### src/rtl/slow_clock_monitor.sv
//==============================================================================
// slow_clock_monitor
//------------------------------------------------------------------------------
// Fast-domain monitor for a divided clock. The divided clock is synchronised
// into the fast domain, its edges become single-cycle strobes, and its
// rise-to-rise period is measured in fast cycles. The lock flag rises once
// LOCK_COUNT consecutive periods match DIV_RATIO within TOL.
//
// Ports:
//   Clck        in   fast-domain clock (rising edge)
//   reset_Clock in   asynchronous active-high reset
//   Clck_slow   in   divided clock, asynchronous to Clck
//   rise_pulse  out  one-cycle strobe per slow rising edge
//   fall_pulse  out  one-cycle strobe per slow falling edge (FALL_EN build)
//   period      out  last rise-to-rise period in fast cycles
//   high_time   out  last rise-to-fall time in fast cycles (FALL_EN build)
//   locked      out  period stable within tolerance
//   timeout     out  sticky: no rising edge within 2^CNT_W-1 cycles
//
// Build option: define SLOW_CLOCK_MONITOR_FALL_EN to build the falling-edge
// path; otherwise fall_pulse and high_time are tied to zero.
//
// Revision: 1.0 - initial release
//==============================================================================
`default_nettype none

module slow_clock_monitor #(
   parameter int DIV_RATIO  = 2,
   parameter int TOL        = 0,
   parameter int LOCK_COUNT = 4,
   parameter int CNT_W      = 8
) (
   input  logic             Clck,
   input  logic             reset_Clock,
   input  logic             Clck_slow,
   output logic             rise_pulse,
   output logic             fall_pulse,
   output logic [CNT_W-1:0] period,
   output logic [CNT_W-1:0] high_time,
   output logic             locked,
   output logic             timeout
);

   typedef enum logic [1:0] {
      ST_IDLE    = 2'd0,
      ST_MEASURE = 2'd1,
      ST_LOCKED  = 2'd2
   } state_t;

   localparam logic [CNT_W-1:0]   c_cnt_max   = {CNT_W{1'b1}};
   localparam logic signed [CNT_W:0] c_div_ratio = (CNT_W+1)'(DIV_RATIO);
   localparam logic signed [CNT_W:0] c_tol       = (CNT_W+1)'(TOL);
   localparam logic [3:0]         c_lock_count = 4'(LOCK_COUNT);
   localparam logic [3:0]         c_good_max   = 4'd15;

   state_t           state_q, state_d;
   logic             s0_q, s1_q, s2_q;
   logic             rise_q;
   logic [CNT_W-1:0] cnt_q, cnt_d;
   logic [3:0]       good_q, good_d;
   logic [CNT_W-1:0] period_q, period_d;
   logic             timeout_q, timeout_d;

   logic                    w_rise;
   logic signed [CNT_W:0]   w_diff;
   logic signed [CNT_W:0]   w_abs;
   logic                    w_in_tol;
   logic [3:0]              w_good_inc;

   assign w_rise = s1_q & ~s2_q;

   // Period minus the expected ratio, one bit wider so the sign survives.
   assign w_diff     = $signed({1'b0, cnt_q}) - c_div_ratio;
   assign w_abs      = w_diff[CNT_W] ? -w_diff : w_diff;
   assign w_in_tol   = (w_abs <= c_tol);
   assign w_good_inc = (good_q == c_good_max) ? good_q : good_q + 4'd1;

   always_comb begin
      state_d   = state_q;
      good_d    = good_q;
      period_d  = period_q;
      timeout_d = timeout_q;

      if (w_rise) begin
         cnt_d = CNT_W'(1);
      end else if (cnt_q != c_cnt_max) begin
         cnt_d = cnt_q + CNT_W'(1);
      end else begin
         cnt_d = cnt_q;
      end

      case (state_q)
         ST_IDLE: begin
            // First rise only starts a measurement; period is left alone.
            if (w_rise) begin
               state_d = ST_MEASURE;
            end
         end
         ST_MEASURE: begin
            if (w_rise) begin
               period_d = cnt_q;
               if (w_in_tol) begin
                  good_d = w_good_inc;
                  if (w_good_inc >= c_lock_count) begin
                     state_d = ST_LOCKED;
                  end
               end else begin
                  good_d = 4'd0;
               end
            end else if (cnt_q == c_cnt_max) begin
               timeout_d = 1'b1;
               good_d    = 4'd0;
               state_d   = ST_IDLE;
            end
         end
         ST_LOCKED: begin
            if (w_rise) begin
               period_d = cnt_q;
               if (w_in_tol) begin
                  good_d = w_good_inc;
               end else begin
                  good_d  = 4'd0;
                  state_d = ST_MEASURE;
               end
            end else if (cnt_q == c_cnt_max) begin
               timeout_d = 1'b1;
               good_d    = 4'd0;
               state_d   = ST_IDLE;
            end
         end
         default: begin
            state_d = ST_IDLE;
            good_d  = 4'd0;
         end
      endcase
   end

   always_ff @(posedge Clck or posedge reset_Clock) begin
      if (reset_Clock) begin
         s0_q      <= 1'b0;
         s1_q      <= 1'b0;
         s2_q      <= 1'b0;
         rise_q    <= 1'b0;
         state_q   <= ST_IDLE;
         cnt_q     <= '0;
         good_q    <= 4'd0;
         period_q  <= '0;
         timeout_q <= 1'b0;
      end else begin
         s0_q      <= Clck_slow;
         s1_q      <= s0_q;
         s2_q      <= s1_q;
         rise_q    <= w_rise;
         state_q   <= state_d;
         cnt_q     <= cnt_d;
         good_q    <= good_d;
         period_q  <= period_d;
         timeout_q <= timeout_d;
      end
   end

   assign rise_pulse = rise_q;
   assign period     = period_q;
   assign locked     = (state_q == ST_LOCKED);
   assign timeout    = timeout_q;

`ifdef SLOW_CLOCK_MONITOR_FALL_EN
   logic             w_fall;
   logic             fall_q;
   logic [CNT_W-1:0] high_time_q, high_time_d;

   assign w_fall = ~s1_q & s2_q;

   // High time is only meaningful once a rise has started a measurement.
   always_comb begin
      high_time_d = high_time_q;
      if (w_fall && (state_q != ST_IDLE)) begin
         high_time_d = cnt_q;
      end
   end

   always_ff @(posedge Clck or posedge reset_Clock) begin
      if (reset_Clock) begin
         fall_q      <= 1'b0;
         high_time_q <= '0;
      end else begin
         fall_q      <= w_fall;
         high_time_q <= high_time_d;
      end
   end

   assign fall_pulse = fall_q;
   assign high_time  = high_time_q;
`else
   assign fall_pulse = 1'b0;
   assign high_time  = '0;
`endif

endmodule

`default_nettype wire

### config.mk
export PLATFORM = sky130hd
export DESIGN_NAME = slow_clock_monitor
export DESIGN_NICKNAME = d
export VERILOG_FILES = /design/src/rtl/slow_clock_monitor.sv
export SDC_FILE = /design/constraint.sdc
export NUM_CORES = 1
export LEC_CHECK = 0
export CAP_MARGIN = 20
export CORE_AREA = 2 2 57 59
export CTS_CLUSTER_SIZE = 20
export DETAILED_ROUTE_END_ITERATION = 16
export DIE_AREA = 0 0 59 61
export GPL_TIMING_DRIVEN = 0
export PLACE_DENSITY = 0.76
export SYNTH_ARGS = -nofsm -noshare
export SYNTH_HDL_FRONTEND = slang
export SYNTH_SLANG_ARGS = --single-unit
### constraint.sdc
create_clock -name Clck -period 4.8 [get_ports Clck]
set_clock_uncertainty 0.15 [all_clocks]
set_input_delay 0.96 -clock Clck [delete_from_list [all_inputs] [get_ports Clck]]
set_output_delay 0.96 -clock Clck [all_outputs]
set_load 0.05 [all_outputs]
==> results of run 1 <==
[worst max-delay path, stage by stage, from the launching register on]
cell             delay (ns)
dfrtp_1                0.43
inv_1                  0.11
ha_1                   0.26
clkdlybuf4s50_1        0.83
[metrics by stage]
step	std cells	worst slack, ns	hold WS, ns	cell area (um2)	utilization
finish	199	1.73	0.224	1770	0.600
global route	199	1.63	0.240	1770	0.600
floorplan	148	2.67	0.181	1550	-
global placement	194	2.14	0.186	1720	0.581
CTS	198	1.73	0.225	1740	0.590
detailed placement	194	2.11	0.189	1720	0.581
[final cells by class]
type                    instances  area, um2  area share
multi-input cells             101        751       0.424
flip-flops and latches         27        676       0.382
repair buffers                 14        158      0.0890
plain buffers                  12       88.8      0.0502
well taps                      33       41.3      0.0233
inverters                       8       30.0      0.0170
clock buffers                   4       26.3      0.0148
[state kept, by name (all words and copies together), names as in the netlist]
name	cells
s2_q	1
s0_q	1
timeout	1
period	8
state_q	2
s1_q	1
rise_pulse	1
cnt_q	8
good_q	4
[synthesized netlist by cell type, drive strengths merged, types with 4 or more instances]
cell    n
a21oi   7
a31oi   4
buf    12
dfrtp  27
ha     10
inv     8
mux2    6
nand2  13
nand3   5
nor2    5
nor3    6
o21ai   9
[power groups by stage]
stage                     Clock (mW)  Sequential (mW)  Combinational [mW]
after global placement             0            0.321               0.403
after detailed placement           0            0.324               0.420
after global routing           0.108            0.330               0.460
final                         0.0987            0.320               0.422
after CTS                      0.102            0.320               0.421
after floorplan                    0            0.380               0.263
[cell families after synthesis]
group / after synthesis / synth area share
buf+inv: 20 / 0.0784
flops: 27 / 0.446
xor+xnor: 3 / 0.0173
simple gates: 40 / 0.164
other cells: 1 / 0.00247
compound gates: 32 / 0.158
fa+ha+maj: 10 / 0.0826
mux: 7 / 0.0512
[worst min-delay path by stage]
| stage | start | end | slack (ns) | cells past startpoint |
|---|---|---|---|---|
| global route | s0_q | s1_q | 0.24 | 0 |
| CTS | s0_q | s1_q | 0.23 | 0 |
| detailed placement | s0_q | s1_q | 0.19 | 0 |
| floorplan | s0_q | s1_q | 0.18 | 0 |
| global placement | s0_q | s1_q | 0.19 | 0 |
| finish | s0_q | s1_q | 0.22 | 0 |
[metal layers]
| layer | global-route usage | vias up | wire, um |
|---|---|---|---|
| met1 | 0.227 | 545 | 1260 |
| met3 | 0.0256 | 2 | 69 |
| met4 | 0.0260 | 0 | 8 |
| met5 | 0 | - | 0 |
| met2 | 0.319 | 16 | 1460 |
| li1 | - | 539 | - |
==> summary.md, run 1 <==
| Metric | Value |
|---|---|
| Status | finished clean |
| Cts repair resizes | 0 |
| Reg-to-reg slack, setup | between 2 and 2.5 ns |
| Slew Limit Headroom | 0.664 |
| Yosys top cell by area | dfrtp_1 |
| Reg clk slew, reported paths | about 0.15 ns |
| Area grow syn2layout | 16.8% |
| Hold Vio Cnt, Final | 0 |
| Endpoint class of the critical path | output port |
| FILL cells | ~250 |
| Average wire per standard cell | between 10 and 15 um |
| Die Wd | 59 um |
| Hold Crit Class | reg2reg |
| Mapped Cells | 140 |
| Highest-count cells in the layout ignoring fill and taps | 27 x dfrtp_1, 13 x nand2_1, 13 x clkdlybuf4s50_1, 10 x ha_1 |
| Largest net degree at the start of global routing | 28 |
| Sw frac | 0.448 |
| Power Density | 475 nW/um2 |
| Syn Std Cell Area | 1520 um2 |
| Routed vias/inst | about 5.5 |
| Drt total wl | about 2800 um |
| Net count, final | 180 |
| Die area | 3600 um2 |
| Yosys reg bits | 27 |
| Int Pwr | between 0.4 and 0.5 mW |
| Clk pwr share | 0.117 |
| Seq/Total Area, Yosys | 0.446 |
| Worst Setup EP | locked |
| Synth top area cells | dfrtp_1 45%, ha_1 8.3%, buf_4 4.5% |
| Most used DFF post-synth | dfrtp_1 |
| Core Footprint | 2950 um2 |
| Post-DP HPWL | 2120 um |
| Clock Sinks | 27 |
| First drt pass iteration count | 4 |
| Slew @ Worst Pin | 0.503 ns |
| CTS Hold Buffers Added | 0 |
| First-pass GRT wire length | 4870 um |
| Worst vdd ir | ~0.21 mV |
| Number of library cell types mapped by synthesis | 43 |
| Synth warnings | 0 |
| # IOs | 23 |
| Tmin final | 3.07 ns |
| Routed Antenna Nets | 0 |
| Final Setup Violations | 0 |
| Max-Cap Viols | 0 |
| CP Class | reg2out |
| Worst Setup SP | state_q[0] |
| Total gr overflow | 0 |
| Fmax | around 330 MHz |
| Fin crit share | 0.639 |
| Number of global-route vias before repair | ~1100 |
| Clock latency at the later pin of the worst-skew pair | 0.32 ns |
| P_sw | approximately 0.38 mW |
| Rows | 20 |
| Pwr Total | approximately 0.84 mW |
| Power share of the combinational group | 0.502 |
| Post-synth EDFFs | 0 |
| Post-CTS Setup Bufs | 0 |
| Post-route DRC | 0 |
| Die height | about 60 um |
| Ratio of cells with drive above 1 in the final layout | 0.205 |
| Most common cell after layout, fill and taps aside | dfrtp_1 |
| Max clock buf depth | 2 |
| N_diodes | 0 |
| Startpoint types | register |
| Global Route Usage Sum | 0.176 |
| Root buffer cell | clkbuf_4 |
| Seq pwr share | 0.380 |
| TritonCTS Buffers | 3 |
| Critical Path RT | 3.69 ns |
| Vias | approximately 1100 |
| H-tree levels | 1 |
| Mean area per synthesized cell | ~11 um2 |
| Final Slew Violations | 0 |
| Yosys top cell area share | 0.446 |
| RR Endpoint | good_q[3] |
| FF-to-FF Start | cnt_q[2] |
| 1st-iter DRT viols | 41 |
| Static Leak | about 0.84 nW |
| Initial Util | 0.513 |
| Initial antenna violation count | 0 |
| Unrepaired setup endpoints after global routing | no |
| WP data arrival | between 1.5 and 2 ns |
| Setup TNS | 0 ns |
| RePlAce Congestion | 0.814 |
| Crit path max fanout | 5 |
| Worst R2R Path Depth | 8 |
| Async set or reset register ratio after synthesis | 1.00 |
| TritonCTS clock tree | yes |
| IO buf count | 13 |
No activity file was read; power rests on OpenSTA's default activity.
==> inputs of run 2 (changes only) <==
CORE_AREA = 2 2 60 62   (was 2 2 57 59)
DIE_AREA = 0 0 62 64   (was 0 0 59 61)
PLACE_DENSITY = 0.72   (was 0.76)
clock period = 2.6 ns   (was 4.8 ns; I/O delays follow)
==> summary.md, run 2 (same netlist as run 1, synthesis figures left out) <==
| Metric | Value |
|---|---|
| Status | finished clean |
| Post-DP HPWL | 2040 um (-4.0%) |
| Slew Limit Headroom | 0.668 (+0.00418) |
| Multi-input gate area | 751 um2 (unchanged) |
| H-tree levels | 1 (unchanged) |
| CTS Hold Buffers Added | 0 (unchanged) |
| Die area | 3970 um2 (+10%) |
| Vias | 1112 (+0.91%) |
| Top cell family by delay on the critical path | flip-flops |
| Routed vias/inst | 5.25 (-5.3%) |
| Worst R2R Path Depth | 8 (unchanged) |
| WP data arrival | 2.49 ns (+0.53 ns) |
| Placement Setup Slack | 0.269 ns (-1.84 ns) |
| Max clock buf depth | 2 (unchanged) |
| 1st-iter DRT viols | 27 (-34%) |
| Largest net degree at the start of global routing | 28 (unchanged) |
| # IOs | 23 (unchanged) |
| Slowest cell on the critical path | dfrtp_1 |
| Worst vdd ir | 0.295 mV (+38%) |
| Number of global-route vias before repair | 1082 (-0.73%) |
| Tmin final | 2.38 ns |
| Rows | 21 (+5.0%) |
| Initial Util | 0.461 (-0.0518) |
| Crit path max fanout | 9 (+4) |
| Total gr overflow | 0 (unchanged) |
| Routed Antenna Nets | 0 (unchanged) |
| Slew @ Worst Pin | 0.496 ns (-0.00625 ns) |
| Unrepaired setup endpoints after global routing | no |
| First drt pass iteration count | 4 (unchanged) |
| Net count, final | 180 (unchanged) |
| Core Footprint | 3280 um2 (+11%) |
| Die Wd | 62 um (+5.1%) |
| Fin crit share | 0.914 |
| FF-to-FF Start | cnt_q[2] |
| Die height | 64 um (+4.9%) |
| CP Buf/Inv Count | 1 (-1) |
| Seq. cell area | 676 um2 (unchanged) |
| N_diodes | 0 (unchanged) |
| Clock Sinks | 27 (unchanged) |
| FILL cells | 280 (+13%) |
| Area grow syn2layout | 17.8% |
| Clock latency at the later pin of the worst-skew pair | 0.32 ns (about the same) |
| Final Util | 0.544 (-0.0560) |
| Startpoint types | register |
| Critical Path RT | 2.71 ns (-0.98 ns) |
| Final Slew Violations | 0 (unchanged) |
| Power Density | 871 nW/um2 (+83%) |
| Endpoint class of the critical path | register |
| Worst Setup SP | cnt_q[2] |
| Hold Vio Cnt, Final | 0 (unchanged) |
| TritonCTS clock tree | yes |
| TritonCTS Buffers | 3 (unchanged) |
| Hold path startpoint | s0_q |
| Global Route Usage Sum | 0.154 (-0.0212) |
| Cells along the critical path | inv_1, ha_1, mux2_2, a31oi_2, nand3_2, nor3_4, o21ai_0, a21oi_1 |
| Drt total wl | 2760 um (-1.2%) |
| WHS Path Cells | 0 (unchanged) |
| Dpl cells | 207 (+6.7%) |
| Hold Crit Class | reg2reg |
| Setup TNS | 0 ns (unchanged) |
| Critical path's largest stage delay | 0.50 ns (-0.33 ns) |
| RePlAce Congestion | 0.812 (-0.21%) |
| CP Class | reg2reg |
| CP Depth | 8 (+5) |
| Final Instance Count excl. Fillers | 212 (+6.5%) |
| Hold_ws | 0.219 ns (-0.00483 ns) |
| Fmax | 421 MHz |
| Final Setup Violations | 0 (unchanged) |
| Max-Cap Viols | 0 (unchanged) |
| Static Leak | 0.845 nW (+0.52%) |
| Most common cell after layout, fill and taps aside | dfrtp_1 |
| Ratio of cells with drive above 1 in the final layout | 0.205 (unchanged) |
| IO buf count | 13 (unchanged) |
| Highest-count cells in the layout ignoring fill and taps | 27 x dfrtp_1, 13 x nand2_1, 12 x clkdlybuf4s50_1, 10 x ha_1 |
| Initial antenna violation count | 0 (unchanged) |
| Post-route setup slack | 0.224 ns (-1.51 ns) |
| Reg clk slew, reported paths | 0.15 ns (about the same) |
| Root buffer cell | clkbuf_4 |
| Average wire per standard cell | 13.0 um (-7.2%) |
| Post-route DRC | 0 (unchanged) |
| First-pass GRT wire length | 4780 um (-1.8%) |
run 2: repair_timing:
action / 4_1_cts / 5_1_grt
resized for setup: 1 / 0
setup endpoints to repair: 1 / 0
buffers inserted: 0 / 0
run 2: final cells by class:
| type | instances | area share |
|---|---|---|
| Buffer | 12 | 0.0498 |
| Clock buffer | 4 | 0.0147 |
| Inverter | 8 | 0.0168 |
| Multi-Input combinational cell | 101 | 0.420 |
| Sequential cell | 27 | 0.378 |
| Tap cell | 46 | 0.0322 |
| Timing Repair Buffer | 14 | 0.0876 |
run 2: report_power, final:
| group | internal, mW | switching (mW) | total (mW) |
|---|---|---|---|
| Combinational | 0.294 | 0.483 | 0.778 |
| Sequential | 0.499 | 0.0922 | 0.592 |
| Clock | 0.0602 | 0.126 | 0.186 |
run 2: metal layers:
| layer | GRT usage | share of wire |
|---|---|---|
| met5 | 0 | 0 |
| met4 | 0.0532 | 0.021 |
| met3 | 0.0324 | 0.047 |
| met2 | 0.251 | 0.48 |
| met1 | 0.198 | 0.45 |
run 2: path summary, 6_finish.rpt:
kind	to	slack (ns)
min in group asynchronous	cnt_q[4]	0.32
min	s1_q	0.22
max in group asynchronous	period[7]	1.53
max reg2reg	good_q[3]	0.22
max	good_q[3]	0.22
min reg2reg	s1_q	0.22
run 2: per-stage QoR:
step                      power [mW]  area, um2
after floorplan                 1.19       1550
after global placement          1.34       1730
after detailed placement        1.37       1730
after CTS                       1.55       1760
after global routing            1.66       1790
final                           1.56       1790
==> inputs of run 3 (changes only) <==
SLEW_MARGIN = 20   (was default)
==> summary.md, run 3 (same netlist as run 1, synthesis figures left out) <==
| Metric | Value |
|---|---|
| Clk pwr share | 0.119 (about the same) |
| Clock Sinks | 27 (unchanged) |
| CTS Hold Buffers Added | 0 (unchanged) |
| Max-Cap Viols | 0 (unchanged) |
| Fin crit share | 0.917 (+0.00298) |
| Status | finished clean |
| Hold Crit Class | reg2reg |
| Final Setup Violations | 0 (unchanged) |
| Routed vias/inst | 5.28 (+0.74%) |
| Endpoint class of the critical path | register |
| Die height | 64 um (unchanged) |
| Reg-to-reg slack, setup | 0.22 ns (about the same) |
| Static Leak | 0.831 nW (-1.6%) |
| Most common cell after layout, fill and taps aside | dfrtp_1 |
| N_diodes | 0 (unchanged) |
| Area grow syn2layout | 16.0% |
| Critical Path RT | 2.71 ns (about the same) |
| Clock latency at the later pin of the worst-skew pair | 0.32 ns (about the same) |
| Hold_ws | 0.219 ns (+0.000217 ns) |
| Power share of the combinational group | 0.499 (about the same) |
| FILL cells | 284 (+1.4%) |
| # IOs | 23 (unchanged) |
| Slew @ Worst Pin | 0.547 ns (+0.0505 ns) |
| First-pass GRT wire length | 4780 um (unchanged) |
| Power Density | 880 nW/um2 (+1.0%) |
| Largest net degree at the start of global routing | 28 (unchanged) |
| Crit path max fanout | 9 (unchanged) |
| TritonCTS clock tree | yes |
| First drt pass iteration count | 4 (unchanged) |
| Initial Util | 0.461 (unchanged) |
| TritonCTS Buffers | 3 (unchanged) |
| Startpoint types | register |
| H-tree levels | 1 (unchanged) |
| Setup TNS | 0 ns (unchanged) |
| Int Pwr | 0.849 mW (-0.51%) |
| Ratio of cells with drive above 1 in the final layout | 0.206 (+0.00124) |
| Number of global-route vias before repair | 1082 (unchanged) |
| IO buf count | 13 (unchanged) |
| FF-to-FF Start | cnt_q[2] |
| Die Wd | 62 um (unchanged) |
| Sw frac | 0.451 (about the same) |
| Die area | 3970 um2 (unchanged) |
| Seq pwr share | 0.382 (+0.002) |
| Tmin final | 2.38 ns (+0.00775 ns) |
| Fmax | 419 MHz (-0.32%) |
| 1st-iter DRT viols | 24 (-11%) |
| Core Footprint | 3280 um2 (unchanged) |
| Routed Antenna Nets | 0 (unchanged) |
| Unrepaired setup endpoints after global routing | no |
| Drt total wl | 2710 um (-1.8%) |
| Rows | 21 (unchanged) |
| Average wire per standard cell | 12.8 um (-1.4%) |
| Worst Setup EP | good_q[3] |
| Worst Setup SP | cnt_q[2] |
| CP Class | reg2reg |
| P_sw | 0.697 mW (-0.57%) |
| Global Route Usage Sum | 0.154 (unchanged) |
| RR Endpoint | good_q[3] |
| Slew Limit Headroom | 0.635 (-0.0332) |
| Vias | 1115 (+0.27%) |
| Root buffer cell | clkbuf_4 |
| Max clock buf depth | 2 (unchanged) |
| Post-route DRC | 0 (unchanged) |
| Initial antenna violation count | 0 (unchanged) |
| Total gr overflow | 0 (unchanged) |
| Worst R2R Path Depth | 8 (unchanged) |
| Final Slew Violations | 0 (unchanged) |
| Hold Vio Cnt, Final | 0 (unchanged) |
| Net count, final | 179 (-0.56%) |
| Post-DP HPWL | 2040 um (unchanged) |
| Reg clk slew, reported paths | 0.14 ns (about the same) |
| RePlAce Congestion | 0.812 (unchanged) |
| Worst vdd ir | 0.294 mV (-0.50%) |
| WP data arrival | 2.50 ns (about the same) |
| Highest-count cells in the layout ignoring fill and taps | 27 x dfrtp_1, 13 x nand2_1, 12 x clkdlybuf4s50_1, 10 x ha_1 |
[run 3: layer usage]
metal	wire length, um	vias to the layer above	track usage
met5	0	-	0
met4	70	0	0.0532
met1	1180	532	0.198
met2	1310	40	0.251
met3	149	10	0.0324
li1	-	533	-
[run 3: repair_timing]
action | in CTS | in global routing
setup endpoints to repair | 1 | 0
buffers inserted | 0 | 0
gates resized for setup | 1 | 0
endpoints found under the hold margin | 0 | 0
[run 3: stage by stage]
stage	setup WS, ns	std cells	power, mW	utilization	area [um2]
finish	0.216	211	1.55	0.535	1760
global route	0.00187	211	1.66	0.535	1760
CTS	0.218	211	1.55	0.535	1760
detailed placement	0.269	207	1.37	0.528	1730
global placement	0.300	207	1.34	0.528	1730
floorplan	0.471	148	1.19	-	1550
[run 3: final cells by class]
type | count | area [um2] | area share
repair buffers | 13 | 129 | 0.0733
multi-input cells | 101 | 751 | 0.427
clock buffers | 4 | 26.3 | 0.0149
flip-flops and latches | 27 | 676 | 0.384
plain buffers | 12 | 88.8 | 0.0505
inverters | 8 | 30.0 | 0.0171
well taps | 46 | 57.6 | 0.0327
[run 3: critical path, stage by stage (launching register included)]
cell and delay, ns:
dfrtp_1 0.50, inv_1 0.14, ha_1 0.22, mux2_2 0.36, a31oi_2 0.20, nand3_2 0.16, nor3_4 0.30, a41oi_1 0.16
a21oi_1 0.13
[run 3: worst min-delay path by stage]
stage	startpoint	endpoint	depth (start not counted)
floorplan	s0_q	s1_q	0
global placement	s0_q	s1_q	0
detailed placement	s0_q	s1_q	0
CTS	s0_q	s1_q	0
global route	s0_q	s1_q	0
finish	s0_q	s1_q	0
[run 3: power by group through the flow]
stage	logic, mW	registers [mW]	clock network [mW]
after floorplan	0.486	0.702	0
after global placement	0.749	0.593	0
after detailed placement	0.774	0.599	0
after CTS	0.774	0.590	0.189
after global routing	0.840	0.609	0.207
final	0.772	0.591	0.184
